[src/rtl/sha256_pkg.sv]
// Shared SHA-256 types, sizes and small-sigma helpers used by the schedule and
// compression stages of the hash datapath.
package sha256_pkg;

  typedef logic [31:0] word_t;

  localparam int SHA256_BLOCK_W = 512;
  localparam int SHA256_WORDS   = 64;
  localparam int SHA256_WIN     = 16;

  typedef enum logic {
    SCHED_IDLE,
    SCHED_RUN
  } sched_state_t;

  function automatic word_t rotr(input word_t x, input int unsigned n);
    return (x >> n) | (x << (32 - n));
  endfunction

  function automatic word_t sigma0_small(input word_t x);
    return rotr(x, 7) ^ rotr(x, 18) ^ (x >> 3);
  endfunction

  function automatic word_t sigma1_small(input word_t x);
    return rotr(x, 17) ^ rotr(x, 19) ^ (x >> 10);
  endfunction

endpackage

[src/rtl/sha256_msg_schedule.sv]
// SHA-256 message schedule: expands one padded 512-bit block into W[0..NUM_WORDS-1]
// using a 16-word sliding window, one word per output handshake.
module sha256_msg_schedule
  import sha256_pkg::*;
#(
  parameter int NUM_WORDS = 64
) (
  input  logic                      clk,
  input  logic                      nrst,
  input  logic                      en,
  input  logic                      sync_rst,
  input  logic [SHA256_BLOCK_W-1:0] data_in,
  input  logic                      data_in_last,
  input  logic                      data_in_valid,
  output logic                      data_in_ready,
  output logic [31:0]               data_out,
  output logic [5:0]                data_out_index,
  output logic                      data_out_block_last,
  output logic                      data_out_last,
  output logic                      data_out_valid,
  input  logic                      data_out_ready
);

  localparam logic [5:0] LAST_IDX = 6'(NUM_WORDS - 1);

  sched_state_t state, state_next;
  word_t        win [SHA256_WIN];
  logic [5:0]   t;
  logic         msg_last_reg;

  logic  load, shift;
  word_t next_word;

  assign next_word = sigma1_small(win[14]) + win[9] + sigma0_small(win[1]) + win[0];

  // en is folded into the handshake terms, so a frozen block never advances.
  always_comb begin
    // NOTE: every output of this block gets a default first; a path that leaves
    // one unassigned would infer a latch.
    state_next     = state;
    data_in_ready  = 1'b0;
    data_out_valid = 1'b0;
    load           = 1'b0;
    shift          = 1'b0;
    case (state)
      SCHED_IDLE: begin
        data_in_ready = en;
        if (en && data_in_valid) begin
          load       = 1'b1;
          state_next = SCHED_RUN;
        end
      end
      SCHED_RUN: begin
        data_out_valid = en;
        if (en && data_out_ready) begin
          if (t == LAST_IDX) state_next = SCHED_IDLE;
          else               shift      = 1'b1;
        end
      end
      default: state_next = SCHED_IDLE;
    endcase
  end

  always_ff @(posedge clk or negedge nrst) begin
    // NOTE: state registers use non-blocking assignments so every flop samples
    // pre-edge values regardless of statement order.
    if (!nrst)         state <= SCHED_IDLE;
    else if (sync_rst) state <= SCHED_IDLE;
    else               state <= state_next;
  end

  always_ff @(posedge clk or negedge nrst) begin
    // NOTE: the window is deliberately reset so data_out reads 0 after reset and
    // no stale word from an aborted block can ever appear on the output.
    if (!nrst) begin
      for (int k = 0; k < SHA256_WIN; k++) win[k] <= '0;
      t            <= '0;
      msg_last_reg <= 1'b0;
    end else if (sync_rst) begin
      for (int k = 0; k < SHA256_WIN; k++) win[k] <= '0;
      t            <= '0;
      msg_last_reg <= 1'b0;
    end else if (load) begin
      for (int k = 0; k < SHA256_WIN; k++)
        win[k] <= data_in[SHA256_BLOCK_W-1-32*k -: 32];
      t            <= '0;
      msg_last_reg <= data_in_last;
    end else if (shift) begin
      for (int k = 0; k < SHA256_WIN - 1; k++) win[k] <= win[k+1];
      win[SHA256_WIN-1] <= next_word;
      t                 <= t + 6'd1;
    end
  end

  assign data_out            = win[0];
  assign data_out_index      = t;
  assign data_out_block_last = (t == LAST_IDX) && data_out_valid;
  assign data_out_last       = data_out_block_last && msg_last_reg;

endmodule
[config.mk]
export PLATFORM = sky130hd
export DESIGN_NAME = sha256_msg_schedule
export DESIGN_NICKNAME = d
export VERILOG_FILES = /design/src/rtl/sha256_pkg.sv /design/src/rtl/sha256_msg_schedule.sv
export SDC_FILE = /design/constraint.sdc
export NUM_CORES = 1
export LEC_CHECK = 0
export CAP_MARGIN = 40
export CORE_MARGIN = 2
export CORE_UTILIZATION = 54
export CTS_CLUSTER_DIAMETER = 50
export DETAILED_ROUTE_END_ITERATION = 7
export GPL_TIMING_DRIVEN = 1
export PLACE_DENSITY = 0.82
export REMOVE_ABC_BUFFERS = 1
export SLEW_MARGIN = 20
export SYNTH_ARGS = -nofsm -noshare
export SYNTH_HDL_FRONTEND = slang
export SYNTH_SLANG_ARGS = --single-unit
[constraint.sdc]
create_clock -name clk -period 7.05 [get_ports clk]
set_input_delay 0.705 -clock clk [delete_from_list [all_inputs] [get_ports clk]]
set_output_delay 0.705 -clock clk [all_outputs]
set_load 0.05 [all_outputs]
* After elaboration in Yosys (flattened, before gate mapping)
Cells that the tools add are included.
Word-level totals: register bits after elaboration 520, input bits 519, output and inout port bits 42, word-level logic and storage cells 57
Cells by class: add/subtract/negate cells 4, eq/ne operators 1, multiplexer cells 18, bitwise gates (word level) 9, reduce and logical (&&, ||, !) cells 6
Operators by type and width (number):
- two-way mux 512 bit | 3
- adder 32 bit | 3
- XOR 32 bit | 2
- OR 13 x 32 -> 32 bit | 1
- OR 14 x 32 -> 32 bit | 1
- OR 15 x 32 -> 32 bit | 1
- OR 25 x 32 -> 32 bit | 1
- XOR 32 x 22 -> 32 bit | 1
- XOR 32 x 29 -> 32 bit | 1
- two-way mux 6 bit | 3
- two-way mux 1 bit | 11
- adder 6 x 1 -> 6 bit, second input constant | 1
- == test 6 bit, second input constant | 1
- logical AND 1 bit | 4
- nonzero test 3 bit | 1
- case mux 1 bit (2 select lines) | 1
- nonzero test 2 bit | 1
- inverter 1 bit | 1

* Depth between registers and ports, before layout
Gate-level depths: netlist of run 1.
depth after elaboration 9, gate-level depth with buffers 16

* Worst setup path before layout of run 1
OpenSTA, ideal clock, no wires.
path kind reg-to-reg, start register win[43] (netlist name), end register win[21] (netlist name), library setup time 138 ps, data arrival time 3840 ps, slack 3072 ps, cell stages (with the launch flop) 16, path buffers 1, period minus slack after synthesis 3978 ps, path through dfrtp_1 > clkbuf_1 > xor2_1 > xnor2_1 > fa_1 > fa_1 > inv_1 > ha_1 > fa_1 > a21o_1 > a22o_4 > a31oi_2 > nand2_1 > or4_1 > nand4_1 > o22ai_1
On the way: cells in the longest elaborated chain, start to end 7
RTL lines:
- start, declared | RTL line sha256_msg_schedule.sv:27 | word_t win [SHA256_WIN];
- start signal, assigned by index | RTL line sha256_msg_schedule.sv:85 | win[k] <= data_in[SHA256_BLOCK_W-1-32*k -: 32];
- start signal, assigned by index | RTL line sha256_msg_schedule.sv:90 | win[SHA256_WIN-1] <= next_word;
- XOR 32 x 22 -> 32 bit | RTL line sha256_pkg.sv:25 | return rotr(x, 17) ^ rotr(x, 19) ^ (x >> 10);
- adder 32 bit (3 in a row) | RTL line sha256_msg_schedule.sv:34 | assign next_word = sigma1_small(win[14]) + win[9] + sigma0_small(win[1]) + win[0];
- two-way mux 512 bit | RTL line sha256_msg_schedule.sv:88 | end else if (shift) begin
- two-way mux 512 bit | RTL line sha256_msg_schedule.sv:83 | end else if (load) begin
- two-way mux 512 bit | RTL line sha256_msg_schedule.sv:79 | end else if (sync_rst) begin
No other way between the ends. The select of a mux whose other input is x is not followed. A chain may end at the register's enable or synchronous reset.

* Final worst setup path of run 1
Same ends and word-level chain as after synthesis.

==> key figures, run 1 <==
Critical path
  – Worst Path Arrival: ~4.9 ns
  – Critical Path Source: win[43]
  – Critical setup path kind: reg -> reg
  – R2R setup slack: between 2 and 3 ns
  – Worst Setup End Kind: register
  – Startpoint Class: register
  – Critical Path RT: between 7 and 8 ns
  – Crit Path Max Fanout: 5
  – Worst r2r src: win[43]

Clocking
  – Cts hold-fix bufs: 0
  – Clock transition at the registers of the reported paths: 0.07 ns
  – Root Buffer: clkbuf_16
  – CTS Buf Count: 60
  – Clk buf depth: 3
  – # Post-CTS Setup Buffers: 0
  – CTS H-tree lvls: 2
  – Clock Sinks: 520
  – CTS tree: done
  – Clock latency on the worst-skew pair: between 0.6 and 0.7 ns
  – Resize count post-CTS: 0

STA
  – Post-Route Setup TNS: 0 ns
  – Period utilisation layout: between 60% and 70%
  – Worst slew pin tran: 1.032 ns
  – Highest clock rate: 224.9 MHz
  – Final Max Tran Viols: 0
  – Final hold violations: 0
  – Endpoints failing setup: 0
  – Clk_skew: 0.01648 ns
  – RSZ-0062 raised after global routing: no
  – Post-route minimum period: ~4.4 ns
  – Max-slew headroom: 31.22%

Floorplanning
  – Die area: roughly 56000 um2
  – Core box area: roughly 54000 um2
  – Initial core utilization: between 50% and 60%
  – Die Span X: roughly 240 um
  – Io pins: between 500 and 600
  – Row count: 85
  – Die H: 237.6 um

Global routing
  – Largest net degree at the start of global routing: around 240
  – Via count of the first global-routing pass: about 26000
  – Initial antenna violation count: 21
  – GR Util All Layers: between 30% and 40%
  – Total congestion overflow: 0
  – Global-route wire length before repair: about 150000 um

Power and ir drop
  – PwrDens: ~250 nW/um2
  – VDD IR max: approximately 0.21 mV
  – Leakage: between 15 and 20 nW

Final layout
  – Most frequent cells in the layout: nand2_1 (1009), clkdlybuf4s50_1 (558), nor2_1 (523)
  – Commonest non-fill, non-tap cell in the layout: nand2_1
  – Largest Register: win
  – Number of flip-flops in the largest register: 480
  – Final nets: between 4000 and 5000
  – Layout cells sized above 1: 3.852%
  – Final core occ: 68.49%
  – P&R area growth vs syn: 25.32%

Yosys
  – Number of synthesized flops with an enable pin: 0
  – Syn Area/Cell: 8.393 um2
  – FFs w/ async S/R, synth: 100.0%
  – Top-area cell type share of the netlist area: between 40% and 50%
  – Post-Syn Area: 29470 um2
  – Synth warn: 0
  – Synth area leaders: dfrtp_1 (44%), a311oi_1 (15%), nand2_1 (13%)
  – Count of state elements after synthesis: 520
  – Synth area leader: dfrtp_1
  – Main flop type after synthesis: dfrtp_1
  – Syn Inst Count: approximately 3500
  – Yosys cell types: 58
  – Seq/Total Area, Yosys: approximately 44%

Job
  – Max Cap Viol: 0

Placement
  – Port Buf Inserts: 560
  – DP Wirelength: between 60000 and 70000 um
  – GP Congestion: 0.9835

Drt
  – Routed len/inst: 21.51 um
  – DRT iter0 DRCs: 2888
  – 1st-pass router iterations: 8
  – Vias: 27250
  – Via-to-Cell Ratio: around 6.0
  – Post-route DRC: 0
  – Post-route ant nets: 0
  – Final wirelength: between 90000 and 100000 um

Outcome
  – Run status: finished clean

Hold path
  – Class of the worst hold path: in -> async
-- cell type report --
cell class	instances	area, um2
Multi-Input combinational cell	2486	14400
Clock inverter	24	272.8
Fill cell	4324	16990
Clock buffer	88	1778
Sequential cell	520	13010
Antenna cell	14	35.03
Tap cell	696	870.8
Inverter	129	484.2
Timing Repair Buffer	595	6083
-- layer usage --
layer / GRT usage [%] / share of wire, %
met1: 46.94 / 41
met3: 6.701 / 7.9
met5: 0 / 0.079
met2: 53.23 / 47
met4: 14.03 / 3.9
-- through the flow --
stage                     std cells  hold slack [ns]  power (W)  setup slack (ns)  instance area (um2)
after global placement         4420           0.5087   0.005932             2.774                34700
final                          4552           0.1666   0.009193             2.604                36930
after CTS                      4538           0.1871   0.009187             2.657                36900
after floorplan                3135           0.4094   0.005181            -13.43                27870
after detailed placement       4426           0.5137   0.005965             2.665                34850
after global routing           4550           0.2364   0.009609             2.475                36930
-- logic make-up (layout without fill, tap and decap cells) --
logic type / after synthesis / in the layout / synth area share [%]
AO/OA/AOI/OAI: 637 / 637 / 17.74
XOR/XNOR: 144 / 144 / 4.280
adder cells (fa/ha/maj): 94 / 94 / 5.570
buffers and inverters: 505 / 836 / 7.082
flip-flops: 520 / 520 / 44.16
multiplexers: 1 / 1 / 0.03397
other: 0 / 14 / 0
AND/OR/NAND/NOR: 1610 / 1610 / 21.14
-- synthesized netlist by cell type (2+ instances only) --
library cell and number:
a21boi_0 2, or2_2 2, nand2_1 1010, o21bai_1 5, a21o_1 9, inv_1 129, a21oi_1 53, ha_1 32
a31oi_1 5, fa_1 62, dfrtp_1 520, o22ai_1 14, a221oi_1 3, o311ai_0 2, xnor2_1 83, buf_4 37
and3_1 19, or4_1 2, nor2b_1 2, o31a_1 2, o31ai_1 2, nand2b_1 3, buf_2 36, and2_1 3
or3_1 3, nor3_1 9, nor2_1 523, a211oi_1 6, o211ai_1 5, nand4_1 13, nand3_1 14, o21a_1 5
clkbuf_1 290, a311oi_1 488, o21ai_0 23, xor2_1 61, buf_1 12, a41oi_1 2
-- final timing paths --
check,end,cells past startpoint
setup / recovery,win[21],14
hold / removal,win[423],1
setup reg to reg,win[21],14
hold reg to reg,msg_last_reg,2
max in group asynchronous,win[442],2
min in group clk,msg_last_reg,2
-- power breakdown --
part / total, W / switching [W] / internal (W)
Combinational: 0.00258 / 0.00151 / 0.00107
Clock: 0.00323 / 0.00132 / 0.00190
Sequential: 0.00339 / 0.000192 / 0.00320
Total: 0.00919 / 0.00302 / 0.00617
-- worst max-delay path: stages, from the launching register on --
cell and delay, ns:
dfrtp_1 0.47, xor2_1 0.19, xnor2_1 0.36, fa_1 0.50, fa_1 0.49, inv_1 0.04
ha_1 0.21, fa_1 0.48, a21o_1 0.23, a22o_4 0.25, a31oi_2 0.27, nand2_1 0.11
or4_1 0.52, nand4_1 0.11, o22ai_1 0.08
No activity file was read; power rests on OpenSTA's default activity.
==> run 2, diff against run 1 <==
Settings changed: CORE_UTILIZATION 54 to 53, PLACE_DENSITY 0.82 to 0.81.
Clock period 7.05 ns to 4.5 ns, I/O delays scaled along.
==> run 2 against run 1 <==
Wire length increased by 1.6%. Clock-buffer cell count decreased by 12. Critical path depth unchanged. Power increased by 58%.
==> key figures, run 2 (synthesis results as in run 1) <==
Outcome
  – Run status: finished clean

Critical path
  – Startpoint Class: register
  – CP bufs+invs: 1
  – Crit Path Max Fanout: 4
  – Slowest-stage cell, CP: or4_1
  – Critical Path RT: between 4 and 5 ns
  – Top delay family on crit path: adder cells
  – CP max stage delay: approximately 0.52 ns
  – R2R setup slack: between 0.15 and 0.2 ns
  – WP depth: 14
  – Worst Path Arrival: about 4.8 ns
  – Worst Setup End Kind: register
  – Top cell by count, worst path: fa_1
  – Worst r2r path cells: 14
  – Crit-path cells: xor2_1 > xnor2_1 > fa_1 > fa_1 > inv_1 > ha_1 > fa_1 > a21o_1 > a22o_4 > a31oi_2 > nand2_1 > or4_1 > nand4_1 > o22ai_1
  – Critical setup path kind: reg -> reg

STA
  – Post-route minimum period: ~4.3 ns
  – RSZ-0062 raised after global routing: no
  – Period utilisation layout: 95.93%
  – Clk_skew: between 0.015 and 0.02 ns
  – Worst slew pin tran: around 0.81 ns
  – Final hold violations: 0
  – Endpoints failing setup: 0
  – Final hold slack: 0.3518 ns
  – Highest clock rate: around 230 MHz
  – Final Max Tran Viols: 0
  – Max-slew headroom: between 40% and 50%

Power and ir drop
  – Comb pwr share: 28.8%
  – Power share of the clock group: approximately a third
  – VDD IR max: ~0.29 mV
  – Net Sw Power: 0.004811 W
  – PwrDens: 388.6 nW/um2
  – Leakage: 15.39 nW
  – Power Internal: 0.009730 W
  – Switching portion of total power: approximately a third
  – Register share of total power: 36.3%

Final layout
  – Most frequent cells in the layout: nand2_1 (1009), clkdlybuf4s50_1 (558), nor2_1 (523)
  – Final nets: 4453
  – Commonest non-fill, non-tap cell in the layout: nand2_1
  – Fillers: approximately 4400
  – Number of flip-flops in the largest register: 480
  – Largest Register: win
  – Layout cells sized above 1: 5.093%
  – P&R area growth vs syn: 26.97%
  – Non-Filler Instances: 4656

Clocking
  – Root Buffer: clkbuf_16
  – CTS Buf Count: 60
  – CTS H-tree lvls: 2
  – Clock Sinks: 520
  – Clock transition at the registers of the reported paths: 0.06 ns
  – Clk buf depth: 3
  – CTS tree: done
  – Clock latency on the worst-skew pair: 0.63 ns
  – # Post-CTS Setup Buffers: 0

Drt
  – Vias: ~27000
  – 1st-pass router iterations: 6
  – Via-to-Cell Ratio: approximately 5.9
  – DRT iter0 DRCs: approximately 2800
  – Final wirelength: between 90000 and 100000 um
  – Post-route DRC: 0
  – Post-route ant nets: 0
  – Routed len/inst: roughly 21 um

Placement
  – Placed cell count: approximately 4500
  – Port Buf Inserts: 560
  – GP Congestion: 0.9600
  – DP Wirelength: roughly 70000 um

Floorplanning
  – Row count: 86
  – Die H: approximately 240 um
  – Core box area: 54990 um2
  – Initial core utilization: 53.60%
  – Io pins: approximately 560
  – Die area: 57500 um2
  – Die Span X: ~240 um

Global routing
  – GR Util All Layers: 34.08%
  – Total congestion overflow: 0
  – Via count of the first global-routing pass: between 20000 and 30000
  – Global-route wire length before repair: about 150000 um
  – Largest net degree at the start of global routing: 156
  – Initial antenna violation count: 22

Hold path
  – Hold Path Stages: 2
  – Class of the worst hold path: in -> reg

Job
  – Max Cap Viol: 0
-- run 2: cell count changes in the layout (fill, tap and decap cells not counted), sizes merged --
| cell | previous run | this run |
|---|---|---|
| buf | 37 | 84 |
| bufinv | 4 | 6 |
| clkbuf | 88 | 76 |
| clkinv | 11 | 15 |
| diode | 14 | 20 |
| dlygate4sd3 | 0 | 1 |
| inv | 135 | 139 |
-- run 2: path summary, 6_finish.rpt --
check                             startpoint           end
worst max register to register       win[50]       win[21]
min in group asynchronous               nrst      win[321]
worst min-delay path                sync_rst      win[258]
worst max-delay path                 win[50]       win[21]
worst min register to register  msg_last_reg  msg_last_reg
max in group asynchronous               nrst      win[291]
-- run 2: per-layer routing --
layer  share of wire, %  track usage [%]
met1                 41            46.92
met2                 47            53.67
met3                8.0            6.558
met4                3.6            12.65
met5              0.055                0
-- run 2: worst reg2reg max path: cells and delay by family (launching register included) --
family | cells | cell delay [ns]
AND/OR/NAND/NOR | 3 | 0.76
XOR/XNOR | 2 | 0.45
flip-flops | 1 | 0.38
adder cells (fa/ha/maj) | 4 | 1.64
buffers and inverters | 1 | 0.04
AO/OA/AOI/OAI | 4 | 0.90
-- run 2: layout make-up --
class                   instances  area (um2)  area share, %
clock buffers                  76        1663          4.444
multi-input cells            2486       14410          38.51
diodes                         20       50.05         0.1338
well taps                     748       935.9          2.501
clock inverters                34       385.4          1.030
flip-flops and latches        520       13010          34.78
repair buffers                643        6479          17.31
inverters                     129       484.2          1.294
-- run 2: power by group through the flow --
stage / logic (W) / registers (W) / clock network (W)
5_1_grt: 0.00457 / 0.00531 / 0.00534
4_1_cts: 0.00413 / 0.00527 / 0.00513
2_1_floorplan: 0.00275 / 0.00537 / 0
3_3_place_gp: 0.00410 / 0.00534 / 0
6_report: 0.00419 / 0.00528 / 0.00508
3_5_place_dp: 0.00410 / 0.00534 / 0
-- run 2: what timing repair did --
action                                  4_1_cts  5_1_grt
endpoints found under the setup margin        0        1
gates resized for setup                       0        1
endpoints found under the hold margin        92        0
hold buffers                                  1        0
-- run 2: through the flow --
stage                     total power [W]  setup WS [ns]  TNS [ns]  instance area [um2]  utilization, %
final                             0.01454         0.1832         0                37420           68.05
after global routing              0.01521       0.007286         0                37400           68.03
after CTS                         0.01452         0.1880         0                37350           67.94
after detailed placement         0.009445         0.1966         0                35300           64.19
after global placement           0.009436         0.2428         0                35300           64.19
after floorplan                  0.008117         -15.73  -6736.42                27870               -
